`config.mk`:
```
export PLATFORM = sky130hd
export DESIGN_NAME = axi_wr_arbiter
export DESIGN_NICKNAME = d
export VERILOG_FILES = /design/src/rtl/axi_wr_arbiter.sv
export SDC_FILE = /design/constraint.sdc
export NUM_CORES = 1
export LEC_CHECK = 0
export CORE_AREA = 3 3 114 116
export DETAILED_ROUTE_END_ITERATION = 7
export DIE_AREA = 0 0 117 119
export GPL_TIMING_DRIVEN = 0
export PLACE_DENSITY = 0.62
export SETUP_SLACK_MARGIN = 0.4
export SLEW_MARGIN = 20
export SYNTH_ARGS = -nofsm -noshare
export SYNTH_HDL_FRONTEND = slang
export SYNTH_SLANG_ARGS = --single-unit
export TNS_END_PERCENT = 30
```
`constraint.sdc`:
```
create_clock -name clk_i -period 3.25 [get_ports clk_i]
set_input_delay 0.325 -clock clk_i [delete_from_list [all_inputs] [get_ports clk_i]]
set_output_delay 0.325 -clock clk_i [all_outputs]
set_load 0.005 [all_outputs]
```
`src/rtl/axi_wr_arbiter.sv`:
```
// Two-master AXI write arbiter onto one slave; grant takes 1 cycle, then AW/W/B pass through combinationally.
// Backpressure is the slave's ready and the granted master's bready; the loser sees no ready until re-arbitrated.
module axi_wr_arbiter #(
   parameter bit FIXED_PRIO = 1'b0
) (
   input  logic        clk_i,
   input  logic        rst_i,
   // master 0
   input  logic [3:0]  m0_awid_i,
   input  logic [31:0] m0_awaddr_i,
   input  logic [7:0]  m0_awlen_i,
   input  logic [2:0]  m0_awsize_i,
   input  logic [1:0]  m0_awburst_i,
   input  logic        m0_awvalid_i,
   output logic        m0_awready_o,
   input  logic [31:0] m0_wdata_i,
   input  logic [3:0]  m0_wstrb_i,
   input  logic        m0_wlast_i,
   input  logic        m0_wvalid_i,
   output logic        m0_wready_o,
   output logic [3:0]  m0_bid_o,
   output logic [1:0]  m0_bresp_o,
   output logic        m0_bvalid_o,
   input  logic        m0_bready_i,
   // master 1
   input  logic [3:0]  m1_awid_i,
   input  logic [31:0] m1_awaddr_i,
   input  logic [7:0]  m1_awlen_i,
   input  logic [2:0]  m1_awsize_i,
   input  logic [1:0]  m1_awburst_i,
   input  logic        m1_awvalid_i,
   output logic        m1_awready_o,
   input  logic [31:0] m1_wdata_i,
   input  logic [3:0]  m1_wstrb_i,
   input  logic        m1_wlast_i,
   input  logic        m1_wvalid_i,
   output logic        m1_wready_o,
   output logic [3:0]  m1_bid_o,
   output logic [1:0]  m1_bresp_o,
   output logic        m1_bvalid_o,
   input  logic        m1_bready_i,
   // shared slave
   output logic [3:0]  s_awid_o,
   output logic [31:0] s_awaddr_o,
   output logic [7:0]  s_awlen_o,
   output logic [2:0]  s_awsize_o,
   output logic [1:0]  s_awburst_o,
   output logic        s_awvalid_o,
   input  logic        s_awready_i,
   output logic [31:0] s_wdata_o,
   output logic [3:0]  s_wstrb_o,
   output logic        s_wlast_o,
   output logic        s_wvalid_o,
   input  logic        s_wready_i,
   input  logic [3:0]  s_bid_i,
   input  logic [1:0]  s_bresp_i,
   input  logic        s_bvalid_i,
   output logic        s_bready_o
);

   typedef enum logic [1:0] {IDLE, BUSY, RESP} state_t;

   state_t state;
   logic   gnt;
   logic   prio;
   logic   aw_done;
   logic   w_done;

   logic   busy;
   logic   resp;
   logic   g_awvalid;
   logic   g_wvalid;
   logic   g_wlast;
   logic   g_bready;
   logic   aw_hs;
   logic   w_hs;
   logic   wl_hs;
   logic   b_hs;
   logic   nxt_gnt;

   // Reset gates the phase decodes so every output drops in the cycle rst_i is high.
   assign busy = (state == BUSY) && !rst_i;
   assign resp = (state == RESP) && !rst_i;

   assign g_awvalid = gnt ? m1_awvalid_i : m0_awvalid_i;
   assign g_wvalid  = gnt ? m1_wvalid_i  : m0_wvalid_i;
   assign g_wlast   = gnt ? m1_wlast_i   : m0_wlast_i;
   assign g_bready  = gnt ? m1_bready_i  : m0_bready_i;

   assign aw_hs = busy && g_awvalid && s_awready_i && !aw_done;
   assign w_hs  = busy && g_wvalid && s_wready_i && !w_done;
   assign wl_hs = w_hs && g_wlast;
   assign b_hs  = resp && s_bvalid_i && g_bready;

   always_comb begin
      nxt_gnt = 1'b0;
      if (m0_awvalid_i && m1_awvalid_i)
         nxt_gnt = FIXED_PRIO ? 1'b0 : prio;
      else if (m1_awvalid_i)
         nxt_gnt = 1'b1;
   end

   always_comb begin
      s_awid_o    = '0;
      s_awaddr_o  = '0;
      s_awlen_o   = '0;
      s_awsize_o  = '0;
      s_awburst_o = '0;
      s_awvalid_o = 1'b0;
      s_wdata_o   = '0;
      s_wstrb_o   = '0;
      s_wlast_o   = 1'b0;
      s_wvalid_o  = 1'b0;
      if (busy) begin
         s_awid_o    = gnt ? m1_awid_i    : m0_awid_i;
         s_awaddr_o  = gnt ? m1_awaddr_i  : m0_awaddr_i;
         s_awlen_o   = gnt ? m1_awlen_i   : m0_awlen_i;
         s_awsize_o  = gnt ? m1_awsize_i  : m0_awsize_i;
         s_awburst_o = gnt ? m1_awburst_i : m0_awburst_i;
         s_awvalid_o = g_awvalid && !aw_done;
         s_wdata_o   = gnt ? m1_wdata_i   : m0_wdata_i;
         s_wstrb_o   = gnt ? m1_wstrb_i   : m0_wstrb_i;
         s_wlast_o   = g_wlast;
         s_wvalid_o  = g_wvalid && !w_done;
      end
   end

   always_comb begin
      m0_awready_o = busy && !gnt && s_awready_i && !aw_done;
      m1_awready_o = busy &&  gnt && s_awready_i && !aw_done;
      m0_wready_o  = busy && !gnt && s_wready_i && !w_done;
      m1_wready_o  = busy &&  gnt && s_wready_i && !w_done;
      m0_bvalid_o  = resp && !gnt && s_bvalid_i;
      m1_bvalid_o  = resp &&  gnt && s_bvalid_i;
      m0_bid_o     = (resp && !gnt) ? s_bid_i   : 4'd0;
      m1_bid_o     = (resp &&  gnt) ? s_bid_i   : 4'd0;
      m0_bresp_o   = (resp && !gnt) ? s_bresp_i : 2'd0;
      m1_bresp_o   = (resp &&  gnt) ? s_bresp_i : 2'd0;
      s_bready_o   = resp && g_bready;
   end

   always_ff @(posedge clk_i) begin
      if (rst_i) begin
         state   <= IDLE;
         gnt     <= 1'b0;
         prio    <= 1'b0;
         aw_done <= 1'b0;
         w_done  <= 1'b0;
      end else begin
         case (state)
            IDLE: begin
               if (m0_awvalid_i || m1_awvalid_i) begin
                  gnt     <= nxt_gnt;
                  state   <= BUSY;
                  aw_done <= 1'b0;
                  w_done  <= 1'b0;
               end
            end
            BUSY: begin
               if (aw_hs)
                  aw_done <= 1'b1;
               if (wl_hs)
                  w_done <= 1'b1;
               // Beats without wlast leave the flags alone; only the last beat closes W.
               if ((aw_done || aw_hs) && (w_done || wl_hs))
                  state <= RESP;
            end
            RESP: begin
               if (b_hs) begin
                  state <= IDLE;
                  prio  <= ~gnt;
               end
            end
            default: state <= IDLE;
         endcase
      end
   end

endmodule

```
==> reports/qor.yml <==
outcome: "finished, final reports clean"
die_w_microns: 117
skew_ns: 0.00336
stdcell_count: 701
wl_met2_mm: 5.81
m1WireLength_mm: 3.88
grt_usage_pct: 14.3
worstSetupEndpointType: "output pin"
hold_slack_ns: 0.304
multi_input_area_sq_mm: 0.00154
drtPass1Iterations: 4
power_leakage_uw: 0.00180
io_buffer_count: 294
synthesis.nets: 446
cts_sinks: 6
hold_buffers: 0
htree_num_levels: 1
path_class: "flip-flop to output pin"
yosysTopAreaCell: "mux2i_1"
place_hpwl_mm: 9.52
synthCells: 257
yosysUniqueCellTypes: 27
ys_ff_latch: 6
layout_min_cycle_time_ns: 2.44
synthFlopType: "dfxtp_1"
cp.arrival_ns: 2.11
critical-path-top-delay-family: "buffers and inverters"
path_clk_slew_ns: 0.04
r2r_start: "gnt"
yosys_warnings: 0
clockBufferDepth: 2
overflow: 0
drt_iter0_markers: 95
avgSynthCellArea_sq_um: 6.98
max_stage_delay_ns: 0.61
synthTopCellsByCount: "nor2_1 (92), mux2i_1 (89), buf_2 (19)"
cts-resized-gates: 0
n_fill_cell: 1246
cts_tree: "done"
vias: 2973
synth_area_leaders: "mux2i_1 (50%), nor2_1 (19%), dfxtp_1 (6.7%), buf_2 (5.3%), and2_1 (2.8%)"
clk_latency_ns: 0.23
path_cells: "buf_2, buf_2, buf_2, mux2i_1, nor2_1, clkdlybuf4s50_1"
crit_path_start_kind: "flip-flop"
powerDensity_mw_per_mm2: 171
drv_cap: 0
hp-class: "primary input to flip-flop"
gpl.final_weighted_congestion: 0.775
synth-async-reset-ratio_pct: 0
grt_max_degree: 11
maxSlewHeadroom_pct: 60.3
finalSetupViolCount: 0
hold_viol_final: 0
fin_crit_sh_pct: 75.1
cts-root-buf: "clkbuf_16"
synth_top_cell_area_share_pct: 49.7
startpoint: "gnt"
synth_edf_count: 0
slew_violations: 0
wl_per_cell_microns: 15.7
cts_setup_buffers: 0
numCtsBuffers: 3
vias_per_cell: 4.24
core_area_sq_mm: 0.0120
grt_pass1_wl_mm: 15.9
antenna_cells: 0
grt_pass1_vias: 3031
drc_errors: 0
slowest_stage: "clkdlybuf4s50_1"
wl_met3_mm: 1.30
mappedNetlistArea_sq_mm: 0.00179
initial_core_util_pct: 14.9
highest_layer: "met4"
ir_drop_mv: 0.116
hp-start: "rst_i"
cp_max_fo: 10
ant_nets: 0
tightest_slew_ns: 0.594
cp_common_cell: "buf_2"
rows: 40
drive_above_1_share_pct: 4.87
io_pins: 296
setup_tns_ns: 0
regArea_sq_um: 120
yosysMostFrequentCell: "nor2_1"
dpl.cell_count: 698
syn_to_final_growth_pct: 179
fmax_mhz: 410
cp_num_buf_inv: 4
cp_data_required_time_ns: 2.92
antenna_found_initial: 0
routed_wirelength_mm: 11.0
die_h_microns: 119
final_nets: 745
synth_seq_area_share_pct: 6.70
dieArea_sq_mm: 0.0139
rsz0062_at_grt: "false"
cell usage in the layout, fill, tap and decap left out:
cell type        Yosys  layout
nor3_1               2       2
nor4b_1              2       2
nor4_1               1       1
buf_6                2       2
inv_1                1       1
nand2_1              3       3
buf_2               19      19
nor3b_1              2       2
a21oi_1              2       2
nor2_1              92      92
a2111o_1             1       1
mux2i_1             89      89
nand3_1              1       1
a31oi_1              1       1
clkdlybuf4s50_1      0     294
and3_1               8       8
clkbuf_1             2       2
nand2b_1             2       2
a32oi_1              1       1
a211oi_1             2       2
and2_1               8       8
nand3b_1             2       2
o21ai_0              1       1
or3b_4               2       2
or3_1                2       2
nor2_4               1       1
dfxtp_1              6       6
o22ai_1              2       2
clkbuf_16            0       3
logic make-up after synthesis:
kind of cell           Yosys count  synth area share, %
AOI/OAI and AO/OA               10                 3.84
DFF                              6                 6.70
and+or+nand+nor                128                 32.6
buffers and inverters           24                 7.19
muxes                           89                 49.7
worst paths after layout:
path	endpoint	slack, ns	depth (start not counted)
worst max-delay path	s_wstrb_o[1]	0.81	6
worst min register to register	prio	0.53	2
worst max register to register	state[0]	1.81	5
worst min-delay path	state[0]	0.30	2
worst register-to-register path: cells and delay by family (launching register included):
family	cells	cell delay, ns
flip-flops	1	0.29
AND/OR/NAND/NOR	2	0.42
buffers and inverters	1	0.17
AO/OA/AOI/OAI	1	0.16
multiplexers	1	0.33
routing by layer:
metal | vias up | track usage, %
li1 | 1482 | -
met1 | 1326 | 14.6
met2 | 159 | 27.9
met3 | 6 | 5.08
met4 | 0 | 1.65
met5 | - | 0
per-stage QoR:
stage	worst slack (ns)	area, sq um	utilization, %	power (uW)
3_3_place_gp	0.995	4920	41.0	650
5_1_grt	0.595	4990	41.6	911
4_1_cts	0.748	4990	41.6	864
2_1_floorplan	1.68	1790	-	270
6_report	0.810	4990	41.6	852
3_5_place_dp	0.995	4920	41.0	657
where the power goes:
part | switching [uW] | internal [uW] | leakage [uW]
Sequential | 3.47 | 77.4 | 0.0000489
Combinational | 189 | 382 | 0.00171
Clock | 41.9 | 158 | 0.0000370
Total | 234 | 618 | 0.00180
registers in the layout (all words and copies together) (netlist names):
register,cells
w_done,1
gnt,1
aw_done,1
state,2
prio,1
cell type report:
| type | instances | area share [%] |
|---|---|---|
| clock buffers | 3 | 1.50 |
| flip-flops and latches | 6 | 2.40 |
| inverters | 1 | 0.0752 |
| multi-input cells | 227 | 30.9 |
| plain buffers | 23 | 2.51 |
| well taps | 147 | 3.68 |
| repair buffers | 294 | 58.9 |
(Power assumes the default switching activity.)
